--- src/rtl/mdio_slave_mp.sv ---
// MDIO management slave answering a block of consecutive PHY addresses.
// MDC and MDIO are oversampled in the clk_i domain; each register access is a one-cycle strobe.
module mdio_slave_mp #(
  parameter int PHY_BASE     = 0,
  parameter int NUM_PHY      = 1,
  parameter int PRE_LEN      = 32,
  parameter int PRE_SUPPRESS = 0
) (
  input  logic        clk_i,
  input  logic        rst_i,
  input  logic        mdc_i,
  input  logic        mdio_i,
  output logic        mdio_o,
  output logic        mdio_oe,
  output logic        read_en,
  output logic [4:0]  read_phy,
  output logic [4:0]  read_addr,
  input  logic [15:0] read_data,
  output logic        write_en,
  output logic [4:0]  write_phy,
  output logic [4:0]  write_addr,
  output logic [15:0] write_data,
  output logic        frame_err
);

  typedef enum logic [2:0] {PRE, HDR, TA_RD, RD_DATA, TA_WR, WR_DATA, WR_COMMIT, SKIP} state_e;

  localparam logic [5:0] PRE_LEN_C = 6'(PRE_LEN);
  localparam logic [5:0] PRE_END_C = (PRE_SUPPRESS != 0) ? 6'(PRE_LEN) : 6'd0;
  localparam logic [5:0] PHY_LO_C  = 6'(PHY_BASE);
  localparam logic [5:0] PHY_HI_C  = 6'(PHY_BASE + NUM_PHY);
  localparam logic [4:0] PHY_OFS_C = 5'(PHY_BASE);

  logic [1:0]  mdc_sync_q, mdio_sync_q;
  logic        mdc_prev_q;
  logic        mdc_edge, bit_in;

  state_e      state_q, state_d;
  logic [5:0]  pre_cnt_q, pre_cnt_d;
  logic [4:0]  bit_cnt_q, bit_cnt_d;
  logic [12:0] hdr_q, hdr_d;
  logic        ta_first_q, ta_first_d;
  logic [15:0] rd_shift_q, rd_shift_d;
  logic [15:0] wr_shift_q, wr_shift_d;
  logic        rd_cap_q;
  logic [4:0]  pend_phy_q, pend_phy_d, pend_addr_q, pend_addr_d;

  logic        mdio_o_q, mdio_o_d, mdio_oe_q, mdio_oe_d;
  logic        read_en_q, read_en_d, write_en_q, write_en_d, frame_err_q, frame_err_d;
  logic [4:0]  read_phy_q, read_phy_d, read_addr_q, read_addr_d;
  logic [4:0]  write_phy_q, write_phy_d, write_addr_q, write_addr_d;
  logic [15:0] write_data_q, write_data_d;

  logic [13:0] hdr_full;
  logic [1:0]  st, op;
  logic [4:0]  phyad, regad;
  logic        phy_hit;

  // MDIO passes through the same two-flop depth as MDC, so the sampled bit lines up with the edge.
  always_ff @(posedge clk_i or posedge rst_i) begin
    if (rst_i) begin
      mdc_sync_q  <= '0;
      mdio_sync_q <= '0;
      mdc_prev_q  <= 1'b0;
    end else begin
      mdc_sync_q  <= {mdc_sync_q[0], mdc_i};
      mdio_sync_q <= {mdio_sync_q[0], mdio_i};
      mdc_prev_q  <= mdc_sync_q[1];
    end
  end

  assign mdc_edge = mdc_sync_q[1] & ~mdc_prev_q;
  assign bit_in   = mdio_sync_q[1];

  assign hdr_full = {hdr_q, bit_in};
  assign st       = hdr_full[13:12];
  assign op       = hdr_full[11:10];
  assign phyad    = hdr_full[9:5];
  assign regad    = hdr_full[4:0];
  assign phy_hit  = ({1'b0, phyad} >= PHY_LO_C) && ({1'b0, phyad} < PHY_HI_C);

  // NOTE: every variable gets a default before the case so no path leaves it unassigned (no latch).
  always_comb begin
    state_d      = state_q;
    pre_cnt_d    = pre_cnt_q;
    bit_cnt_d    = bit_cnt_q;
    hdr_d        = hdr_q;
    ta_first_d   = ta_first_q;
    rd_shift_d   = rd_cap_q ? read_data : rd_shift_q;
    wr_shift_d   = wr_shift_q;
    pend_phy_d   = pend_phy_q;
    pend_addr_d  = pend_addr_q;
    mdio_o_d     = mdio_o_q;
    mdio_oe_d    = mdio_oe_q;
    read_en_d    = 1'b0;
    read_phy_d   = read_phy_q;
    read_addr_d  = read_addr_q;
    write_en_d   = 1'b0;
    write_phy_d  = write_phy_q;
    write_addr_d = write_addr_q;
    write_data_d = write_data_q;
    frame_err_d  = 1'b0;

    case (state_q)
      PRE: if (mdc_edge) begin
        if (bit_in) begin
          pre_cnt_d = (pre_cnt_q == 6'd63) ? 6'd63 : pre_cnt_q + 6'd1;
        end else if (pre_cnt_q >= PRE_LEN_C) begin
          state_d   = HDR;
          hdr_d     = '0;
          bit_cnt_d = '0;
        end else begin
          pre_cnt_d = '0;
        end
      end
      HDR: if (mdc_edge) begin
        hdr_d     = {hdr_q[11:0], bit_in};
        bit_cnt_d = bit_cnt_q + 5'd1;
        if (bit_cnt_q == 5'd12) begin
          bit_cnt_d = '0;
          if (st != 2'b01 || op == 2'b00 || op == 2'b11) begin
            frame_err_d = 1'b1;
            pre_cnt_d   = '0;
            state_d     = PRE;
          end else if (!phy_hit) begin
            state_d = SKIP;
          end else if (op == 2'b10) begin
            read_en_d   = 1'b1;
            read_phy_d  = phyad - PHY_OFS_C;
            read_addr_d = regad;
            state_d     = TA_RD;
          end else begin
            pend_phy_d  = phyad - PHY_OFS_C;
            pend_addr_d = regad;
            state_d     = TA_WR;
          end
        end
      end
      TA_RD: if (mdc_edge) begin
        if (bit_cnt_q == 5'd0) begin
          bit_cnt_d = 5'd1;
        end else begin
          mdio_oe_d = 1'b1;
          mdio_o_d  = 1'b0;
          bit_cnt_d = '0;
          state_d   = RD_DATA;
        end
      end
      RD_DATA: if (mdc_edge) begin
        if (bit_cnt_q == 5'd16) begin
          mdio_oe_d = 1'b0;
          mdio_o_d  = 1'b1;
          pre_cnt_d = PRE_END_C;
          state_d   = PRE;
        end else begin
          mdio_o_d   = rd_shift_q[15];
          rd_shift_d = {rd_shift_q[14:0], 1'b0};
          bit_cnt_d  = bit_cnt_q + 5'd1;
        end
      end
      TA_WR: if (mdc_edge) begin
        if (bit_cnt_q == 5'd0) begin
          ta_first_d = bit_in;
          bit_cnt_d  = 5'd1;
        end else if (ta_first_q && !bit_in) begin
          bit_cnt_d = '0;
          state_d   = WR_DATA;
        end else begin
          // Bad turnaround: discard the 16 data bits like an unserved frame.
          frame_err_d = 1'b1;
          bit_cnt_d   = 5'd2;
          state_d     = SKIP;
        end
      end
      WR_DATA: if (mdc_edge) begin
        wr_shift_d = {wr_shift_q[14:0], bit_in};
        bit_cnt_d  = bit_cnt_q + 5'd1;
        if (bit_cnt_q == 5'd15) state_d = WR_COMMIT;
      end
      WR_COMMIT: begin
        write_en_d   = 1'b1;
        write_phy_d  = pend_phy_q;
        write_addr_d = pend_addr_q;
        write_data_d = wr_shift_q;
        pre_cnt_d    = PRE_END_C;
        state_d      = PRE;
      end
      SKIP: if (mdc_edge) begin
        bit_cnt_d = bit_cnt_q + 5'd1;
        if (bit_cnt_q == 5'd17) begin
          pre_cnt_d = PRE_END_C;
          state_d   = PRE;
        end
      end
      default: state_d = PRE;
    endcase
  end

  // NOTE: sequential state uses non-blocking assignments so all registers update from the same old values.
  always_ff @(posedge clk_i or posedge rst_i) begin
    if (rst_i) begin
      state_q      <= PRE;
      pre_cnt_q    <= '0;
      bit_cnt_q    <= '0;
      hdr_q        <= '0;
      ta_first_q   <= 1'b0;
      rd_shift_q   <= '0;
      wr_shift_q   <= '0;
      rd_cap_q     <= 1'b0;
      pend_phy_q   <= '0;
      pend_addr_q  <= '0;
      mdio_o_q     <= 1'b1;
      mdio_oe_q    <= 1'b0;
      read_en_q    <= 1'b0;
      read_phy_q   <= '0;
      read_addr_q  <= '0;
      write_en_q   <= 1'b0;
      write_phy_q  <= '0;
      write_addr_q <= '0;
      write_data_q <= '0;
      frame_err_q  <= 1'b0;
    end else begin
      state_q      <= state_d;
      pre_cnt_q    <= pre_cnt_d;
      bit_cnt_q    <= bit_cnt_d;
      hdr_q        <= hdr_d;
      ta_first_q   <= ta_first_d;
      rd_shift_q   <= rd_shift_d;
      wr_shift_q   <= wr_shift_d;
      rd_cap_q     <= read_en_q;
      pend_phy_q   <= pend_phy_d;
      pend_addr_q  <= pend_addr_d;
      mdio_o_q     <= mdio_o_d;
      mdio_oe_q    <= mdio_oe_d;
      read_en_q    <= read_en_d;
      read_phy_q   <= read_phy_d;
      read_addr_q  <= read_addr_d;
      write_en_q   <= write_en_d;
      write_phy_q  <= write_phy_d;
      write_addr_q <= write_addr_d;
      write_data_q <= write_data_d;
      frame_err_q  <= frame_err_d;
    end
  end

  assign mdio_o     = mdio_o_q;
  assign mdio_oe    = mdio_oe_q;
  assign read_en    = read_en_q;
  assign read_phy   = read_phy_q;
  assign read_addr  = read_addr_q;
  assign write_en   = write_en_q;
  assign write_phy  = write_phy_q;
  assign write_addr = write_addr_q;
  assign write_data = write_data_q;
  assign frame_err  = frame_err_q;

endmodule

--- config.mk ---
export PLATFORM = sky130hd
export DESIGN_NAME = mdio_slave_mp
export DESIGN_NICKNAME = d
export VERILOG_FILES = /design/src/rtl/mdio_slave_mp.sv
export SDC_FILE = /design/constraint.sdc
export NUM_CORES = 1
export LEC_CHECK = 0
export BUFFER_PORTS_ARGS = -buffer_cell sky130_fd_sc_hd__buf_4
export CAP_MARGIN = 25
export CORE_MARGIN = 2
export CORE_UTILIZATION = 41
export CTS_CLUSTER_DIAMETER = 80
export DETAILED_ROUTE_END_ITERATION = 16
export GPL_TIMING_DRIVEN = 0
export HOLD_SLACK_MARGIN = 0.1
export PLACE_DENSITY = 0.61
export SYNTH_ARGS = -nofsm -noshare
export SYNTH_HDL_FRONTEND = slang
export SYNTH_SLANG_ARGS = --single-unit
--- constraint.sdc ---
create_clock -name clk_i -period 4.9 [get_ports clk_i]
set_input_delay 0.49 -clock clk_i [delete_from_list [all_inputs] [get_ports clk_i]]
set_output_delay 0.49 -clock clk_i [all_outputs]
set_load 0.03 [all_outputs]
## Word-level counts from Yosys, hierarchy flattened

Cells that the tools add are included.

| cells by class | value |
|---|---|
| add/subtract/negate cells | 2 |
| $lt $le $gt $ge | 2 |
| equality and inequality tests | 34 |
| muxes and demuxes | 79 |
| bitwise gates (word level) | 4 |
| reductions and logical operators | 22 |

Operators by type and width:

| cell | number |
|---|---|
| $mux W6 | 11 |
| $mux W16 | 4 |
| $mux W3 | 18 |
| $mux W13 | 4 |
| $mux W5 | 10 |
| $ne A2 B2 Y1 const B | 17 |
| $pmux W5 S6 | 1 |
| $pmux W6 S5 | 1 |
| $pmux W13 S2 | 1 |
| $pmux W3 S8 | 1 |
| $mux W1 | 22 |
| $reduce_and A10 Y1 | 2 |
| $reduce_and A15 Y1 | 1 |
| $eq A3 B3 Y1 const B | 4 |
| $reduce_and A6 Y1 | 2 |
| $eq A5 B4 Y1 const B | 2 |
| $eq A5 B5 Y1 const B | 2 |
| $reduce_and A5 Y1 | 2 |
| $add A6 B1 Y6 const B | 1 |
| $eq A3 B2 Y1 const B | 2 |
| $eq A6 B6 Y1 const B | 1 |
| $ge A6 B6 Y1 const B | 1 |
| $mux W2 | 3 |
| $pmux W1 S2 | 3 |
| other kinds (21) | 27 |

| storage, ports and cells | value |
|---|---|
| flip-flop bits (word level) | 117 |
| output and inout port bits | 41 |
| logic and storage cells | 166 |

## Longest topological paths before layout

| logic depth | value |
|---|---|
| depth in word-level cells | 7 |
| depth in mapped cells | 8 |

## Worst setup path before layout

No wires, ideal clock.

| timing path | value |
|---|---|
| kind | register to register |
| start point | register bit_cnt_q[0] |
| end point | register state_q[2] |
| library setup time | 0.121 ns |
| arrival | 1.913 ns |
| setup slack | 2.866 ns |
| stages on the path, launching flop included | 8 |
| clock period less this slack | 2.034 ns |
| cell sequence | dfrtp_1 > inv_1 > ha_1 > or4b_4 > a211o_1 > a32oi_2 > nor3b_2 > a22o_1 |

| on the way | value |
|---|---|
| longest elaborated chain between the ends | 3 |
| elaborated cells on any way between the ends | 12 |
| those cells by class | 10 x eq/ne; 2 x reduce/logical |

RTL lines:

| element | line | RTL |
|---|---|---|
| start: declaration | 40 | `logic [4:0] bit_cnt_q, bit_cnt_d;` |
| start signal: assignment | 225 | `bit_cnt_q <= bit_cnt_d;` |
| $eq A5 B5 Y1, or another cell as far along | 190 | `if (bit_cnt_q == 5'd17) begin` |
| $ne A2 B2 Y1 (no line) | n/a |  |
| $reduce_and A15 Y1 (no line) (*) | n/a |  |
| end signal: assignment | 223 | `state_q <= state_d;` |
| end: declaration | 38 | `state_e state_q, state_d;` |

Mark *: on every way between the ends. The rest lies on a longest branch, timed or not.
A chain may end at the register's enable or synchronous reset.

## Final worst setup path

| timing path | value |
|---|---|
| start point | register bit_cnt_q[0] |
| end point | register state_q[0] |

The elaborated chain is that of the path after synthesis.

==> flow_metrics.env <==
export IMPL_outcome="completed"
export IMPL_dieArea_mm2=0.0135
export IMPL_yosysSeqAreaShare=0.568
export IMPL_hold_slack_ns=0.181
export IMPL_cts_clk_slew_worst_paths_ns=0.06
export IMPL_synthXorXnorAreaFrac=0.00339
export IMPL_cts_tree="done"
export IMPL_reg2reg_from="bit_cnt_q[0]"
export IMPL_slew_headroom=0.545
export IMPL_timing_final_ws_setup_ns=2.68
export IMPL_syn_cell_area_mm2=0.00516
export IMPL_yosys_warnings=0
export IMPL_grt_overflow_total=0
export IMPL_syn_avg_cell_area_um2=12.0
export IMPL_power_total_mw=2.18
export IMPL_min_path_type="in -> reg"
export IMPL_numPortBuffers=60
export IMPL_cts_buffers=17
export IMPL_synth_common_cells="dfrtp_1, nand2_1, mux2_1, a21oi_1, nor2_1"
export IMPL_synth_mux_area_frac=0.158
export IMPL_io_pins=61
export IMPL_synth_compound_area_frac=0.0934
export IMPL_cts_setup_buffers=0
export IMPL_clk_path_buf_depth=2
export IMPL_grt_max_degree=81
export IMPL_grt_antenna_before_repair=0
export IMPL_std_cell_rows=40
export IMPL_cp_end_kind="flip-flop"
export IMPL_h_tree_depth=4
export IMPL_yosysTopAreaCellShare=0.563
export IMPL_hold_start="mdio_i"
export IMPL_grt_pass1_wl_um=17700
export IMPL_core_area_mm2=0.0122
export IMPL_power_leakage_nw=3.04
export IMPL_track_usage=0.171
export IMPL_synthTopCellsByArea="dfrtp_1, mux2_1, mux2_2, mux2i_1, nand2_1"
export IMPL_initial_core_util=0.424
export IMPL_yosysUniqueCellTypes=63
export IMPL_startpoint_type="flip-flop"
export IMPL_drive_gt1_frac=0.282
export IMPL_critPathLaunch="bit_cnt_q[0]"
export IMPL_tightest_slew_ns=0.682
export IMPL_rsz0062_at_grt="no"
export IMPL_syn_to_final_growth_pct=24.4
export IMPL_cts_sinks=117
export IMPL_diodes=0
export IMPL_tns_ns=0
export IMPL_synth_top_family_by_area="multiplexers"
export IMPL_p_per_area_mw_per_mm2=340
export IMPL_ys_ff_latch=117
export IMPL_max_clock_freq_mhz=450
export IMPL_dr_pass1_iters=4
export IMPL_r2r_cells=7
export IMPL_drc=0
export IMPL_cts_root_buffer="clkbuf_16"
export IMPL_finalCritPeriodShare=0.454
export IMPL_period_needed_ns=2.22
export IMPL_viasPerCell=4.95
export IMPL_dpl_hpwl_um=7050
export IMPL_drt_iter0_drc=196
export IMPL_syn_num_nets=456
export IMPL_final_nets=537
export IMPL_holdPathStages=1
export IMPL_crit_required_ns=5.23
export IMPL_routed_via_count=3423
export IMPL_wl_um=10100
export IMPL_first_global_vias=3565
export IMPL_skew_ns=0.00836
export IMPL_setup_viol=0
export IMPL_drv_slew=0
export IMPL_ir_drop_uv=192
export IMPL_synth_edf_count=0
export IMPL_async_flop_share=1.00
export IMPL_yosysMostFrequentCell="dfrtp_1"
export IMPL_die_w_um=116
export IMPL_synthSimpleGateAreaFrac=0.133
export IMPL_yosysTopAreaCell="dfrtp_1"
export IMPL_cap_viol_max_count=0
export IMPL_wire_per_inst_um=14.6
export IMPL_place_gp_congestion=0.867
export IMPL_pre_cts_slack_ns=2.68
export IMPL_cp_arrival_ns=2.55
export IMPL_synth_top_flop_cell="dfrtp_1"
export IMPL_hold_viol=0
export IMPL_clock_latency_ns=0.42
export IMPL_path_class="reg -> reg"
export IMPL_synth_fa_ha_area_frac=0.0145
export IMPL_worst_path_max_fanout=9
export IMPL_die_h_um=116
export IMPL_synth_cells=430
export IMPL_ant_nets=0
[stage by stage]
stage	std cells	instance area, um2	util
floorplan	430	5160	-
global placement	658	5820	0.479
detailed placement	659	5850	0.481
CTS	692	6420	0.528
global route	692	6420	0.528
finish	692	6420	0.528
[cell usage in the layout, fill, tap and decap left out, types with 3 or more instances in the layout]
cell type,instances
nand2b_1,7
ha_1,6
a31oi_1,6
mux2_1,29
nand3_1,12
nor2_1,26
o31ai_1,3
nand2_1,35
inv_6,4
mux2_4,4
buf_6,4
nor2b_1,3
o211ai_1,3
a21oi_1,26
mux2i_1,18
dfrtp_1,116
o21ai_1,19
o21ai_0,7
clkbuf_16,17
clkbuf_1,7
inv_1,11
buf_4,62
clkinv_2,4
clkinvlp_4,5
and2_1,13
mux2_2,22
[power breakdown]
group,total (mW),internal [mW],switching [mW]
clock network,1.15,0.696,0.451
logic,0.0548,0.0211,0.0336
registers,0.979,0.973,0.00596
total,2.18,1.69,0.491
[what timing repair did]
item                      in CTS  in global routing
hold endpoints to repair      36                  0
hold buffers                   1                  0
gates resized for setup        0                  0
[flip-flops by register name, summed over array words and instances, names as in the netlist, 2 cells and up]
name / count
hdr_q: 13
read_addr: 5
mdio_sync_q: 2
wr_shift_q: 16
rd_shift_q: 16
state_q: 3
mdc_sync_q: 2
pre_cnt_q: 6
read_phy: 5
write_data: 16
write_addr: 5
pend_phy_q: 5
bit_cnt_q: 5
pend_addr_q: 5
write_phy: 5
[metal layers]
metal / up-vias / wire length [um] / part of all wire / global-route usage
li1: 1673 / - / - / -
met1: 1662 / 4810 / 0.47 / 0.232
met2: 71 / 4710 / 0.46 / 0.255
met3: 17 / 400 / 0.039 / 0.0483
met4: 0 / 217 / 0.021 / 0.0825
met5: - / 0 / 0 / 0
[worst max-delay path: stages, from the launching register on]
cell	delay (ns)
dfrtp_1	0.43
inv_1	0.08
ha_1	0.21
nand4b_1	0.20
nor2_2	0.33
a2bb2oi_4	0.28
nor3b_2	0.38
mux2i_1	0.24
[cell families (layout without fill, tap and decap cells)]
family / after synthesis / after routing
buffers and inverters: 31 / 125
AOI/OAI and AO/OA: 77 / 77
adders and majority gates: 6 / 6
xor gates and xnor gates: 2 / 2
and+or+nand+nor: 124 / 124
muxes: 73 / 73
DFF: 117 / 117
[cell type report]
| type | count | area (um2) |
|---|---|---|
| plain buffers | 17 | 104 |
| clock buffers | 17 | 425 |
| repair buffers | 62 | 488 |
| fillers | 1077 | 5740 |
| multi-input cells | 282 | 2070 |
| flip-flops and latches | 117 | 2930 |
| clock inverters | 15 | 131 |
| well taps | 168 | 210 |
| inverters | 14 | 57.6 |
[worst paths after layout]
path | to | slack (ns)
worst max-delay path | state_q[0] | 2.68
worst min-delay path | mdio_sync_q[0] | 0.18
worst max register to register | state_q[0] | 2.68
worst min register to register | mdc_sync_q[1] | 0.35
max in group asynchronous | hdr_q[9] | 3.58
min in group asynchronous | write_data[14] | 0.62
Power figures use the tool's default switching activity.
